[src/rtl/div4_arbiter_if.sv]
// Bundle of requester-side and consumer-side handshake signals for div4_arbiter.
// rr_ptr is a read-only debug view of the arbiter's round-robin pointer.
interface div4_arbiter_if #(
    parameter int N    = 4,
    parameter int REQS = 4
);
    localparam int IDW = $clog2(REQS);

    logic [REQS-1:0]   req_valid;
    logic [REQS*N-1:0] req_data;
    logic [REQS-1:0]   req_ready;
    logic              out_valid;
    logic              out_ready;
    logic              out_d;
    logic [N-1:0]      out_x;
    logic [IDW-1:0]    out_id;
    logic [IDW-1:0]    rr_ptr;

    modport master (
        output req_valid, req_data, out_ready,
        input  req_ready, out_valid, out_d, out_x, out_id, rr_ptr
    );

    modport slave (
        input  req_valid, req_data, out_ready,
        output req_ready, out_valid, out_d, out_x, out_id, rr_ptr
    );
endinterface

[src/rtl/div4_arbiter.sv]
// Round-robin arbiter feeding one shared x%4==0 check into a single registered output stage.
// Optional saturating transfer counters are enabled with `define DIV4_ARB_STATS_EN.
module div4_arbiter #(
    parameter int N    = 4,
    parameter int REQS = 4
) (
    input  logic          clk,
    input  logic          rst_n,
    div4_arbiter_if.slave bus
`ifdef DIV4_ARB_STATS_EN
    ,
    output logic [15:0]   stat_total,
    output logic [15:0]   stat_div
`endif
);
    localparam int IDW = $clog2(REQS);

    // Handshake: a transfer happens on any cycle where valid and ready are both high;
    // valid never waits on ready, and ready reaches requesters only through can_load.
    logic [IDW-1:0]  rr_ptr;
    logic            can_load;
    logic            out_fire;
    logic            grant_valid;
    logic [IDW-1:0]  grant_id;
    logic [N-1:0]    grant_x;
    logic [REQS-1:0] ready;
    int              idx;

    assign out_fire = bus.out_valid && bus.out_ready;
    assign can_load = !bus.out_valid || bus.out_ready;

    // Search rr_ptr+1 .. rr_ptr+REQS, wrapping explicitly so indices >= REQS never occur.
    always_comb begin
        grant_valid = 1'b0;
        grant_id    = '0;
        idx         = 0;
        if (can_load) begin
            for (int k = 1; k <= REQS; k++) begin
                idx = int'(rr_ptr) + k;
                if (idx >= REQS) idx = idx - REQS;
                if (!grant_valid && bus.req_valid[idx]) begin
                    grant_valid = 1'b1;
                    grant_id    = IDW'(idx);
                end
            end
        end
    end

    always_comb begin
        ready = '0;
        if (grant_valid) ready[grant_id] = 1'b1;
    end

    assign bus.req_ready = ready;
    assign grant_x       = bus.req_data[int'(grant_id)*N +: N];
    assign bus.rr_ptr    = rr_ptr;

    always_ff @(posedge clk or negedge rst_n) begin
        if (!rst_n) begin
            bus.out_valid <= 1'b0;
            bus.out_d     <= 1'b0;
            bus.out_x     <= '0;
            bus.out_id    <= '0;
            rr_ptr        <= IDW'(REQS - 1);
        end else if (grant_valid) begin
            bus.out_valid <= 1'b1;
            bus.out_d     <= ~|grant_x[1:0];
            bus.out_x     <= grant_x;
            bus.out_id    <= grant_id;
            rr_ptr        <= grant_id;
        end else if (out_fire) begin
            bus.out_valid <= 1'b0;
        end
    end

`ifdef DIV4_ARB_STATS_EN
    always_ff @(posedge clk or negedge rst_n) begin
        if (!rst_n) begin
            stat_total <= '0;
            stat_div   <= '0;
        end else if (out_fire) begin
            if (stat_total != 16'hFFFF) stat_total <= stat_total + 16'd1;
            if (bus.out_d && stat_div != 16'hFFFF) stat_div <= stat_div + 16'd1;
        end
    end
`endif
endmodule

[src/flat_wrapper.sv]
// flat-port wrapper written by rule: the top's interface ports become plain ports
module div4_arbiter_flat 
#(
    parameter int N    = 4,
    parameter int REQS = 4
)
  (clk, rst_n, bus_req_valid, bus_req_data, bus_out_ready, bus_req_ready, bus_out_valid, bus_out_d, bus_out_x, bus_out_id, bus_rr_ptr);
  div4_arbiter_if #(.N(N), .REQS(REQS)) bus_i ();
  input  logic clk;
  input  logic rst_n;
  input wire logic [$bits(bus_i.req_valid)-1:0] bus_req_valid;
  input wire logic [$bits(bus_i.req_data)-1:0] bus_req_data;
  input wire logic [$bits(bus_i.out_ready)-1:0] bus_out_ready;
  output wire logic [$bits(bus_i.req_ready)-1:0] bus_req_ready;
  output wire logic [$bits(bus_i.out_valid)-1:0] bus_out_valid;
  output wire logic [$bits(bus_i.out_d)-1:0] bus_out_d;
  output wire logic [$bits(bus_i.out_x)-1:0] bus_out_x;
  output wire logic [$bits(bus_i.out_id)-1:0] bus_out_id;
  output wire logic [$bits(bus_i.rr_ptr)-1:0] bus_rr_ptr;
  assign bus_i.req_valid = bus_req_valid;
  assign bus_i.req_data = bus_req_data;
  assign bus_i.out_ready = bus_out_ready;
  assign bus_req_ready = bus_i.req_ready;
  assign bus_out_valid = bus_i.out_valid;
  assign bus_out_d = bus_i.out_d;
  assign bus_out_x = bus_i.out_x;
  assign bus_out_id = bus_i.out_id;
  assign bus_rr_ptr = bus_i.rr_ptr;
  div4_arbiter #(.N(N), .REQS(REQS)) u_core (.clk(clk), .rst_n(rst_n), .bus(bus_i));
endmodule
[config.mk]
export PLATFORM = sky130hd
export DESIGN_NAME = div4_arbiter_flat
export DESIGN_NICKNAME = d
export VERILOG_FILES = /design/src/rtl/div4_arbiter_if.sv /design/src/rtl/div4_arbiter.sv /design/src/flat_wrapper.sv
export SDC_FILE = /design/constraint.sdc
export NUM_CORES = 1
export LEC_CHECK = 0
export CAP_MARGIN = 15
export CORE_ASPECT_RATIO = 1.1
export CORE_MARGIN = 3
export CORE_UTILIZATION = 42
export CTS_BUF_LIST = sky130_fd_sc_hd__clkbuf_8
export DETAILED_ROUTE_END_ITERATION = 8
export GPL_ROUTABILITY_DRIVEN = 0
export PLACE_DENSITY_LB_ADDON = 0.08
export REMOVE_ABC_BUFFERS = 1
export SETUP_SLACK_MARGIN = 0.05
export SYNTH_ARGS = -nofsm -noshare
export SYNTH_HDL_FRONTEND = slang
export SYNTH_SLANG_ARGS = --single-unit
[constraint.sdc]
create_clock -name clk -period 5.73 [get_ports clk]
set_clock_uncertainty 0.15 [all_clocks]
set_input_delay 0.573 -clock clk [delete_from_list [all_inputs] [get_ports clk]]
set_output_delay 0.573 -clock clk [all_outputs]
set_load 0.05 [all_outputs]
==> metrics.md, run 1 <==
| Metric | Value |
|---|---|
| Outcome | finished clean |
| CP Data Required Time | 5010 ps |
| Hpwl dp | 1440 um |
| Crit Path Class | primary input to primary output |
| First-pass GRT wire length | 3110 um |
| Initial antenna violation count | 0 |
| Reg clk slew, reported paths | 50 ps |
| H-tree depth | 1 |
| Period minus WS final | 3720 ps |
| Nets | 131 |
| Drt drc | 0 |
| CTS tree | built |
| Setup Viol. Count Final | 0 |
| Max FO, Critical Path | 6 |
| Num CTS Buffers | 3 |
| Clock share of power | 22.9% |
| Seq/Total Area, Yosys | roughly two fifths |
| Post-route antenna net violation count | 0 |
| Via density | 5.65 |
| Setup tns final | 0 ps |
| Post-synth EDFFs | 0 |
| Most used cell along the critical path | clkdlybuf4s50_1 |
| Number of port buffers | 36 |
| CTS Hold Bufs | 0 |
| Final WL | 2020 um |
| Total global-route track usage | about a fifth |
| YS warnings | 0 |
| Critical-path cell list | clkdlybuf4s50_1 > nand2b_1 > a21boi_1 > nor3_4 > nand2_1 > nor2_1 > clkdlybuf4s50_1 |
| PwrDens | around 360 nW/um2 |
| Commonest non-fill, non-tap cell in the layout | clkdlybuf4s50_1 |
| Post-Synthesis Cells | 69 |
| Clock Path Buffers | 2 |
| Initial Utilization | 46.8% |
| Post-cts sizing count | 0 |
| Post-route insts no fill | between 100 and 150 |
| Post-synthesis async set-or-reset flop share | 100% |
| Post-synthesis cell type count | 34 |
| RSZ-0062 raised after global routing | no |
| Max Transition Viols Final | 0 |
| Area of the multi-input gates | 397 um2 |
| Antenna Cells | 0 |
| Reg area | 253 um2 |
| Drt initial violations | 9 |
| Hold Fails Final Rpt | 0 |
| CP max-delay cell | clkdlybuf4s50_1 |
| Synth top area share | a little under a third |
| Clock latency on the worst-skew pair | roughly 240 ps |
| Slew HR | 66.5% |
| DP Cell Count | about 120 |
| Netlist Area Pre-Place | 664 um2 |
| Layout area overhead | 65.0% |
| Hold Path Class | flip-flop to flip-flop |
| Die Y | 47.7 um |
| Wire length per cell | roughly 16 um |
| Vias in the first global route | 690 |
| First drt pass iteration count | 4 |
| Post-CTS setup repair buffer count | 0 |
| Synth area leader | dfrtp_1 |
| Commonest register cell after synthesis | dfrtp_1 |
| Final Cycle Share | 64.9% |
| Ports | 37 |
| Root Buffer | clkbuf_8 |
| Avg Cell Area, Syn | between 9 and 10 um2 |
| Overflow left after global routing | 0 |
| Worst setup SP type | primary input |
| Sequential power share | 26.0% |
| Critical Path Sink Type | primary output |
| MaxCap Viol Count | 0 |
| Share of layout cells above drive strength 1 | 12.1% |
| Final instance area | 1100 um2 |
| Fillers | 103 |
| Clk sinks | 10 |
| Vias post-DR | approximately 700 |
| Die ar. | 2100 um2 |
| Chip width | 43.9 um |
| Peak supply drop | 0.209 mV |
| Fmax | ~270 MHz |
| Placed Area | 1040 um2 |
| Sw power | 164 uW |
| Core area | 1420 um2 |
| Switching share of power | a little over two fifths |
| Row count | 14 |
| Top post-synthesis cells by area | dfrtp_1 (30%), dfstp_2 (7.9%), nand2_1 (7.9%) |
| Crit-path max cell delay | 820 ps |
| Commonest non-fill, non-tap cells in the layout | clkdlybuf4s50_1 (36), nand2_1 (14), dfrtp_1 (8) |
| Arrival @ worst endpoint | 2990 ps |
| #FFs+latches synth | 10 |
| Leakage | about 0.47 nW |
| Worst slew pin tran | approximately 500 ps |
| Pint | between 200 and 250 uW |
| Largest net degree at the start of global routing | 13 |
| Combinational share of power | about half |
==> worst paths after layout <==
check / to / cells past startpoint / startpoint / slack, ps
max in group asynchronous: u_core.bus.rr_ptr[1]$_DFFE_PN1P_ / 1 / rst_n / 4570
min in group asynchronous: u_core.bus.out_id[1]$_DFFE_PN0P_ / 1 / rst_n / 510
min: u_core.bus.out_x[2]$_DFFE_PN0P_ / 1 / u_core.bus.out_x[2]$_DFFE_PN0P_ / 340
min reg2reg: u_core.bus.out_x[2]$_DFFE_PN0P_ / 1 / u_core.bus.out_x[2]$_DFFE_PN0P_ / 340
max reg2reg: u_core.bus.out_d$_DFFE_PN0P_ / 6 / u_core.bus.rr_ptr[1]$_DFFE_PN1P_ / 3550
max: bus_req_ready[2] / 7 / bus_req_valid[3] / 2010
==> metal layers <==
layer,vias to the layer above,GRT usage [%],part of all wire [%],routed length (um)
met5,-,0,0,0
met4,0,7.23,0.59,12
met3,2,5.26,5.9,120
met2,27,37.5,52,1060
met1,336,23.4,41,832
li1,330,-,-,-
==> through the flow <==
step / power (mW) / util, % / hold WS (ps) / setup slack [ps]
after floorplan: 0.230 / - / 127 / 2820
after global placement: 0.298 / 73.4 / 310 / 2140
after detailed placement: 0.300 / 73.4 / 331 / 2090
after CTS: 0.391 / 77.2 / 342 / 2040
after global routing: 0.407 / 77.2 / 354 / 1890
final: 0.392 / 77.2 / 340 / 2010
==> power by group through the flow <==
stage	sequential (mW)	clock, mW	combinational, mW
floorplan	0.155	0	0.0744
global placement	0.101	0	0.197
detailed placement	0.102	0	0.199
CTS	0.101	0.0890	0.201
global route	0.103	0.0935	0.210
finish	0.102	0.0898	0.200
==> kinds of logic after synthesis <==
group	after synthesis	share of synthesized area (%)
AO/OA/AOI/OAI	19	24.7
AND/OR/NAND/NOR	30	24.1
flip-flops	10	38.0
buffers and inverters	4	3.39
multiplexers	6	9.79
==> critical path: cells and delay by family <==
kind                   cells  cell delay [ps]
AOI/OAI and AO/OA          1              110
buffers and inverters      2             1410
and+or+nand+nor            4              900
==> state kept, by name, indices dropped and copies added, names as in the netlist <==
signal / flops
u_core.bus.out_id: 2
u_core.bus.out_d: 1
u_core.bus.rr_ptr: 2
u_core.bus.out_x: 4
u_core.bus.out_valid: 1
==> cells in the mapped netlist, types with 2 or more instances <==
cell type   n
nor2_1      4
o21ai_1     2
nand2b_1    3
nand2_1    14
dfstp_2     2
a21oi_1     3
mux2i_1     5
dfrtp_1     8
a21boi_1    2
clkbuf_1    2
==> layout make-up <==
cell class / instances / share of cell area, %
Tap cell: 16 / 1.83
Multi-Input combinational cell: 55 / 36.2
Timing Repair Buffer: 37 / 33.6
Inverter: 1 / 0.342
Sequential cell: 10 / 23.1
Clock buffer: 4 / 5.02
(Power assumes the default switching activity.)
==> run 2, diff against run 1 <==
CORE_UTILIZATION = 35   (was 42)
clock period = 3.4 ns   (was 5.73 ns; I/O delays follow)
==> metrics.md, run 2 (synthesis results as in run 1) <==
| Metric | Value |
|---|---|
| Post-CTS setup repair buffer count | 0 (unchanged) |
| Number of port buffers | 36 (unchanged) |
| Max Transition Viols Final | 0 (unchanged) |
| Chip width | 47.5 um (+8.2%) |
| Reg clk slew, reported paths | 60 ps (about the same) |
| Arrival @ worst endpoint | 2130 ps (-860 ps) |
| Fmax | roughly 380 MHz |
| Setup Viol. Count Final | 0 (unchanged) |
| Via density | 5.41 (-4.2%) |
| Delay-heaviest family, CP | simple AND/OR/NAND/NOR gates |
| Post-route insts no fill | 124 (+0.81%) |
| Total power | 654 uW (+67%) |
| Final core occ | 65.1% (-12 points) |
| Initial antenna violation count | 0 (unchanged) |
| Overflow left after global routing | 0 (unchanged) |
| Hpwl dp | 1450 um (+0.72%) |
| Largest regs | u_core.bus.out_x x4, u_core.bus.out_id x2, u_core.bus.rr_ptr x2 |
| Critical Path Sink Type | primary output |
| Post-cts sizing count | 0 (unchanged) |
| Setup tns final | 0 ps (unchanged) |
| Post-route antenna net violation count | 0 (unchanged) |
| Period minus WS final | 2620 ps |
| Switching share of power | 41.7% (-0.14 points) |
| CTS Hold Bufs | 0 (unchanged) |
| Outcome | finished clean |
| Row count | 15 (+1) |
| Worst setup SP type | primary input |
| Largest net degree at the start of global routing | 13 (unchanged) |
| Drt initial violations | 3 (-6) |
| Layout area overhead | 63.7% |
| Critical-path cell list | clkdlybuf4s50_1 > nor3b_1 > nor3_4 > or2_4 > nor2_1 > buf_4 |
| Final WL | 1880 um (-7.1%) |
| First-pass GRT wire length | 2970 um (-4.4%) |
| Core area | 1670 um2 (+18%) |
| Clock share of power | 23.4% (+0.5 points) |
| Slew HR | 65.2% (-1.4 points) |
| CP max-delay cell | clkdlybuf4s50_1 |
| Clock latency on the worst-skew pair | 240 ps (about the same) |
| Buffers plus inverters on the worst setup path | 2 (unchanged) |
| Num CTS Buffers | 3 (unchanged) |
| Sequential power share | 25.9% (about the same) |
| Antenna Cells | 0 (unchanged) |
| Drt drc | 0 (unchanged) |
| DP Cell Count | 120 (+0.84%) |
| Wire length per cell | 15.1 um (-7.9%) |
| Fillers | 142 (+38%) |
| Crit Path Class | primary input to primary output |
| Largest Register | u_core.bus.out_x |
| Max FO, Critical Path | 7 (+1) |
| Commonest non-fill, non-tap cell in the layout | clkdlybuf4s50_1 |
| Peak supply drop | 0.424 mV (+100%) |
| Combinational share of power | 50.7% (-0.4 points) |
| Final Cycle Share | 77.1% |
| MaxCap Viol Count | 0 (unchanged) |
| Initial Utilization | 39.8% (-7.1 points) |
| PwrDens | 602 nW/um2 (+68%) |
| Clk sinks | 10 (unchanged) |
| Ports | 37 (unchanged) |
| Vias in the first global route | 691 (+0.14%) |
| Nets | 131 (unchanged) |
| RSZ-0062 raised after global routing | no |
| Clock Path Buffers | 2 (unchanged) |
| Pint | 381 uW (+67%) |
| Vias post-DR | 671 (-3.5%) |
| Hold Path Class | primary input to asynchronous set/reset pin |
| Crit-path max cell delay | 600 ps (-220 ps) |
| Sw power | 273 uW (+67%) |
| Leakage | 0.474 nW (+1.5%) |
| Max reg flops | 4 (unchanged) |
| Worst slew pin tran | 521 ps (+20.8 ps) |
| H-tree depth | 1 (unchanged) |
| Die ar. | 2460 um2 (+17%) |
| Root Buffer | clkbuf_8 |
| CTS tree | built |
| Hold Fails Final Rpt | 0 (unchanged) |
| First drt pass iteration count | 2 (-2) |
| Die Y | 51.7 um (+8.3%) |
| Share of layout cells above drive strength 1 | 15.9% (+3.7 points) |
| CP Data Required Time | 2910 ps (-2100 ps) |
| Total global-route track usage | 17.0% (-3.5 points) |
| Commonest non-fill, non-tap cells in the layout | clkdlybuf4s50_1 (32), nand2_1 (14), dfrtp_1 (8) |
## run 2: layer usage
layer	GRT usage, %	vias up	routed length (um)
li1	-	329	-
met1	19.5	319	807
met2	29.2	21	958
met3	4.50	2	96
met4	6.28	0	15
met5	0	-	0
## run 2: power groups by stage
stage               combinational, mW  sequential [mW]  clock (mW)
global placement                0.331            0.171           0
CTS                             0.336            0.170       0.154
detailed placement              0.334            0.171           0
finish                          0.332            0.169       0.153
global route                    0.351            0.173       0.164
floorplan                       0.125            0.262           0
## run 2: layout make-up
| cell class | count | area [um2] | area share, % |
|---|---|---|---|
| Clock buffer | 4 | 55.1 | 5.06 |
| Inverter | 1 | 3.75 | 0.345 |
| Multi-Input combinational cell | 55 | 397 | 36.5 |
| Sequential cell | 10 | 253 | 23.2 |
| Tap cell | 17 | 21.3 | 1.96 |
| Timing Repair Buffer | 37 | 358 | 32.9 |
## run 2: metrics by stage
stage	hold slack [ps]	instance area (um2)	setup slack (ps)
detailed placement	315	1030	787
finish	278	1090	777
CTS	302	1090	769
floorplan	-106	646	808
global route	318	1090	640
global placement	309	1030	852
## run 2: path summary, 6_finish.rpt
path	from	to	slack, ps	cells past startpoint
worst min register to register	u_core.bus.out_id[0]$_DFFE_PN0P_	u_core.bus.out_id[0]$_DFFE_PN0P_	320	2
worst max register to register	u_core.bus.rr_ptr[1]$_DFFE_PN1P_	u_core.bus.out_d$_DFFE_PN0P_	1200	6
max in group asynchronous	rst_n	u_core.bus.rr_ptr[0]$_DFFE_PN1P_	2460	1
worst max-delay path	bus_req_valid[1]	bus_req_ready[0]	780	6
worst min-delay path	rst_n	u_core.bus.out_x[1]$_DFFE_PN0P_	280	1
min in group clk	u_core.bus.out_id[0]$_DFFE_PN0P_	u_core.bus.out_id[0]$_DFFE_PN0P_	320	2
